$ cat config.mk
export PLATFORM = sky130hd
export DESIGN_NAME = dpram_burst_reader
export DESIGN_NICKNAME = d
export VERILOG_FILES = /design/src/rtl/dpram_burst_reader.sv
export SDC_FILE = /design/constraint.sdc
export NUM_CORES = 1
export LEC_CHECK = 0
export ABC_CLOCK_PERIOD_IN_PS = 5850
export CELL_PAD_IN_SITES_DETAIL_PLACEMENT = 0
export CELL_PAD_IN_SITES_GLOBAL_PLACEMENT = 1
export CORE_ASPECT_RATIO = 0.5
export CORE_MARGIN = 1
export CORE_UTILIZATION = 46
export DETAILED_ROUTE_END_ITERATION = 10
export GPL_TIMING_DRIVEN = 1
export PLACE_DENSITY = 0.8
export SYNTH_ARGS = -nofsm -noshare
export SYNTH_HDL_FRONTEND = slang
export SYNTH_SLANG_ARGS = --single-unit
$ cat constraint.sdc
create_clock -name clk -period 5.85 [get_ports clk]
set_input_delay 1.17 -clock clk [delete_from_list [all_inputs] [get_ports clk]]
set_output_delay 1.17 -clock clk [all_outputs]
set_load 0.01 [all_outputs]
$ cat src/rtl/dpram_burst_reader.sv
// Read-side burst engine for the dual-port RAM: issues port-1 reads and turns the
// fixed 1-cycle registered read latency into a backpressure-safe valid/ready stream.
module dpram_burst_reader #(
    parameter int DATA_WIDTH = 8,
    parameter int ADDR_WIDTH = 4,
    parameter int DEPTH      = 16
) (
    input  logic                  clk,
    input  logic                  rst_n,
    input  logic                  start,
    input  logic [ADDR_WIDTH-1:0] base_addr,
    input  logic [ADDR_WIDTH:0]   length,
    output logic                  ram_en,
    output logic [ADDR_WIDTH-1:0] ram_addr,
    input  logic [DATA_WIDTH-1:0] ram_rdata,
    output logic [DATA_WIDTH-1:0] m_data,
    output logic                  m_valid,
    input  logic                  m_ready,
    output logic                  m_last,
    output logic                  busy,
    output logic                  done
);

    localparam int LW         = ADDR_WIDTH + 1;
    localparam int FIFO_DEPTH = 3;

    typedef enum logic [1:0] {
        S_IDLE,
        S_READ,
        S_DRAIN,
        S_FIN
    } state_t;

    state_t                state_q, state_d;
    logic [ADDR_WIDTH-1:0] addr_q, addr_d;
    logic [LW-1:0]         len_q, len_d;
    logic [LW-1:0]         issued_q, issued_d;
    logic [LW-1:0]         beat_q, beat_d;
    logic                  inflight_q, inflight_d;
    logic [DATA_WIDTH-1:0] mem_q [FIFO_DEPTH];
    logic [DATA_WIDTH-1:0] mem_d [FIFO_DEPTH];
    logic [1:0]            wr_ptr_q, wr_ptr_d;
    logic [1:0]            rd_ptr_q, rd_ptr_d;
    logic [1:0]            count_q, count_d;
    logic [2:0]            occupancy;
    logic                  hs;

    function automatic logic [1:0] ptr_inc(input logic [1:0] p);
        return (p == 2'd2) ? 2'd0 : p + 2'd1;
    endfunction

    // Issue gating counts the in-flight read as occupied so the 3-entry FIFO cannot overflow.
    always_comb begin
        occupancy = {1'b0, count_q} + {2'b0, inflight_q};
        ram_en    = (state_q == S_READ) && (issued_q < len_q) && (occupancy < 3'(FIFO_DEPTH));
        ram_addr  = addr_q;
        m_valid   = (count_q != 2'd0);
        m_data    = m_valid ? mem_q[rd_ptr_q] : '0;
        m_last    = m_valid && (beat_q == len_q - LW'(1));
        hs        = m_valid && m_ready;
        busy      = (state_q != S_IDLE);
        done      = (state_q == S_FIN);
    end

    always_comb begin
        state_d    = state_q;
        addr_d     = addr_q;
        len_d      = len_q;
        issued_d   = issued_q;
        beat_d     = beat_q;
        inflight_d = ram_en;
        mem_d      = mem_q;
        wr_ptr_d   = wr_ptr_q;
        rd_ptr_d   = rd_ptr_q;
        count_d    = count_q + {1'b0, inflight_q} - {1'b0, hs};

        if (inflight_q) begin
            mem_d[wr_ptr_q] = ram_rdata;
            wr_ptr_d        = ptr_inc(wr_ptr_q);
        end
        if (hs) begin
            rd_ptr_d = ptr_inc(rd_ptr_q);
            beat_d   = beat_q + LW'(1);
        end
        if (ram_en) begin
            issued_d = issued_q + LW'(1);
            addr_d   = (addr_q == ADDR_WIDTH'(DEPTH - 1)) ? '0 : addr_q + 1'b1;
        end

        case (state_q)
            S_IDLE: begin
                if (start) begin
                    addr_d   = base_addr;
                    len_d    = length;
                    issued_d = '0;
                    beat_d   = '0;
                    state_d  = (length != '0) ? S_READ : S_FIN;
                end
            end
            S_READ: begin
                if (issued_q == len_q) begin
                    state_d = S_DRAIN;
                end
            end
            S_DRAIN: begin
                if (hs && m_last) begin
                    state_d = S_FIN;
                end
            end
            S_FIN: begin
                state_d = S_IDLE;
            end
            default: begin
                state_d = S_IDLE;
            end
        endcase
    end

    always_ff @(posedge clk or negedge rst_n) begin
        if (!rst_n) begin
            state_q    <= S_IDLE;
            addr_q     <= '0;
            len_q      <= '0;
            issued_q   <= '0;
            beat_q     <= '0;
            inflight_q <= 1'b0;
            wr_ptr_q   <= '0;
            rd_ptr_q   <= '0;
            count_q    <= '0;
            for (int unsigned i = 0; i < FIFO_DEPTH; i++) begin
                mem_q[i] <= '0;
            end
        end else begin
            state_q    <= state_d;
            addr_q     <= addr_d;
            len_q      <= len_d;
            issued_q   <= issued_d;
            beat_q     <= beat_d;
            inflight_q <= inflight_d;
            wr_ptr_q   <= wr_ptr_d;
            rd_ptr_q   <= rd_ptr_d;
            count_q    <= count_d;
            mem_q      <= mem_d;
        end
    end

endmodule

==> results.sh <==
export IMPL_grt_overflow_total=0
export IMPL_violations="DRC"
export IMPL_gp_congestion=0.856
export IMPL_fin_tns_setup_ns=0
export IMPL_dr_pass1_iters=7
export IMPL_grt_pass1_wl_mm=9.36
export IMPL_period_minus_slack_ns=3.71
export IMPL_rsz0062_at_grt="no"
export IMPL_grt_max_degree=53
export IMPL_whs_ns=0.510
export IMPL_die_h_um=56.6
export IMPL_wl_per_cell_um=14.4
export IMPL_synth_area_leader_cell="dfrtp_1"
export IMPL_hold_violations=0
export IMPL_antenna_found_initial=0
export IMPL_drt_iter0_markers=63
export IMPL_min_path_type="reg2reg"
export IMPL_final_cell_mix="dfrtp_1 (52), clkdlybuf4s50_1 (36), nor2_1 (28)"
export IMPL_vias_per_cell=5.15
export IMPL_place_hpwl_mm=3.72
export IMPL_drive_gt1_share_pct=16.0
export IMPL_cp_max_fo=8
export IMPL_worstSetupPathType="reg2out"
export IMPL_fmax_mhz=270
export IMPL_arrival_ns=2.54
export IMPL_final_common_cell="dfrtp_1"
export IMPL_cp_end_kind="output pin"
export IMPL_dieArea_mm2=0.00629
export IMPL_synth_top_family_by_area="multiplexers"
export IMPL_clk_pin_slew_ns=0.07
export IMPL_p_per_area_mw_per_mm2=574
export IMPL_totalWireLength_mm=5.30
export IMPL_cts_resized=0
export IMPL_synth_xor_area_share_pct=6.30
export IMPL_power_mw=1.91
export IMPL_setup_viol_count_final=0
export IMPL_syn_area_per_cell_um2=10.7
export IMPL_syn_num_nets=294
export IMPL_diodes=0
export IMPL_maxSlewViolCount=0
export IMPL_start_util_pct=48.8
export IMPL_pin_count=38
export IMPL_slew_headroom_pct=43.2
export IMPL_synthTopCellsByArea="dfrtp_1 (47%), mux2_2 (9.9%), ha_1 (8.2%)"
export IMPL_dpl_instance_area_mm2=0.00318
export IMPL_track_usage_pct=19.5
export IMPL_postRouteAntennaNets=0
export IMPL_worst_setup_path_start_kind="flip-flop"
export IMPL_cpMaxStageDelayCell="clkdlybuf4s50_1"
export IMPL_synth_simple_area_share_pct=12.8
export IMPL_drv_cap=0
export IMPL_synth_edf_count=0
export IMPL_ys_flop_type="dfrtp_1"
export IMPL_crit_required_ns=4.68
export IMPL_worst_slew_pin_slew_ns=0.852
export IMPL_io_buffers=37
export IMPL_num_rows=19
export IMPL_synthArstFlopShare_pct=100
export IMPL_core_area_mm2=0.00561
export IMPL_internal_power_mw=1.19
export IMPL_ctsRootBufferMaster="clkbuf_16"
export IMPL_worst_path_most_repeated_cell="ha_1"
export IMPL_ys_ff_latch=52
export IMPL_p_sw_mw=0.722
export IMPL_synth_top_area_share_pct=47.5
export IMPL_final_area_mm2=0.00333
export IMPL_seq_area_frac_synth_pct=47.5
export IMPL_ir_drop_mv=0.240
export IMPL_synthMuxAreaShare_pct=13.9
export IMPL_pwr_share_clk_pct=15.8
export IMPL_post_cts_setup_buffers=0
export IMPL_ys_types=36
export IMPL_area_growth_synth_to_final_pct=21.4
export IMPL_cts_sinks=52
export IMPL_skew_ns=0.00628
export IMPL_switching_share_pct=37.8
export IMPL_num_nets_final=332
export IMPL_clk_path_buf_depth=2
export IMPL_grt_pass1_vias=1883
export IMPL_die_x_um=111
export IMPL_synth_area_mm2=0.00274
export IMPL_cpPeakStageDelay_ns=0.57
export IMPL_period_share_pct=63.4
export IMPL_hold_buffers=0
export IMPL_cts_tree="built"
export IMPL_synthCells=255
export IMPL_p_leak_nw=1.47
export IMPL_ys_warn_count=0
export IMPL_htree_levels=2
export IMPL_drc_errors=6
export IMPL_clock_latency_ns=0.30
export IMPL_crit_path_cell_trace="ha_1 > ha_1 > a22oi_2 > o2111ai_2 > nor2_4 > clkdlybuf4s50_1"
export IMPL_cts_buffers=5
export IMPL_synth_compound_area_share_pct=7.81
export IMPL_yosys_area_share_adder_pct=8.22
export IMPL_status="finished, violations left"
export IMPL_p_comb_share_pct=48.3
export IMPL_fin_util_pct=59.3
export IMPL_seqPwrFrac_pct=35.8
export IMPL_dr_total_vias=1891
worst paths after layout:
check	slack [ns]	depth (start not counted)	endpoint	from
worst max-delay path	2.14	6	ram_en	inflight_q
worst min-delay path	0.51	1	mem_q[15]	mem_q[15]
worst max register to register	3.69	9	count_q[1]	count_q[1]
worst min register to register	0.51	1	mem_q[15]	mem_q[15]
max in group asynchronous	4.42	2	mem_q[8]	rst_n
min in group asynchronous	0.99	2	state_q[1]	rst_n
power by group through the flow:
stage	registers (mW)	clock network, mW	logic (mW)
floorplan	0.639	0	0.659
global placement	0.681	0	0.905
CTS	0.685	0.311	0.935
global route	0.711	0.327	1.04
detailed placement	0.691	0	0.927
finish	0.684	0.302	0.923
per-layer routing:
| layer | up-vias | wire (um) | track usage (%) |
|---|---|---|---|
| li1 | 950 | - | - |
| met1 | 896 | 2730 | 26.8 |
| met2 | 38 | 2290 | 30.5 |
| met3 | 7 | 189 | 4.21 |
| met4 | 0 | 91 | 7.53 |
| met5 | - | 0 | 0 |
layout make-up:
cell class	count	area, um2
clock inverters	3	25.0
multi-input cells	178	1340
inverters	18	67.6
clock buffers	5	125
flip-flops and latches	52	1300
fillers	479	2280
repair buffers	38	373
well taps	73	91.3
cells in the mapped netlist, types with 2 or more instances:
library cell	n
xnor2_1	12
o21ai_0	13
nand4_1	4
xor2_1	5
nor3_1	4
clkbuf_1	6
mux2i_1	11
dfrtp_1	52
ha_1	18
nand2_1	20
a21o_1	2
or3_1	2
inv_1	17
nor2_1	28
mux2_2	24
nand3_1	3
a21oi_1	14
nor4_2	2
metrics by stage:
stage                     cells  setup WS (ns)
final                       367           2.14
after global routing        367           2.00
after CTS                   367           2.12
after detailed placement    359           2.46
after global placement      359           2.48
after floorplan             255           3.10
logic make-up (layout without fill, tap and decap cells):
kind of cell	count (synthesis)	in the layout
and+or+nand+nor	72	72
DFF	52	52
AOI/OAI and AO/OA	35	35
muxes	35	35
buffers and inverters	25	64
adders and majority gates	18	18
xor gates and xnor gates	18	18
worst max-delay path: cells and delay by family, from the launching register on:
family,cells,cell delay [ns]
and+or+nand+nor,1,0.29
adders and majority gates,2,0.50
AOI/OAI and AO/OA,2,0.47
buffers and inverters,1,0.57
DFF,1,0.42
sequential cells by signal (all words and copies together) (netlist names):
name	cells
mem_q	24
rd_ptr_q	2
len_q	5
count_q	2
wr_ptr_q	2
beat_q	5
state_q	2
inflight_q	1
ram_addr	4
issued_q	5
(Power assumes the default switching activity.)
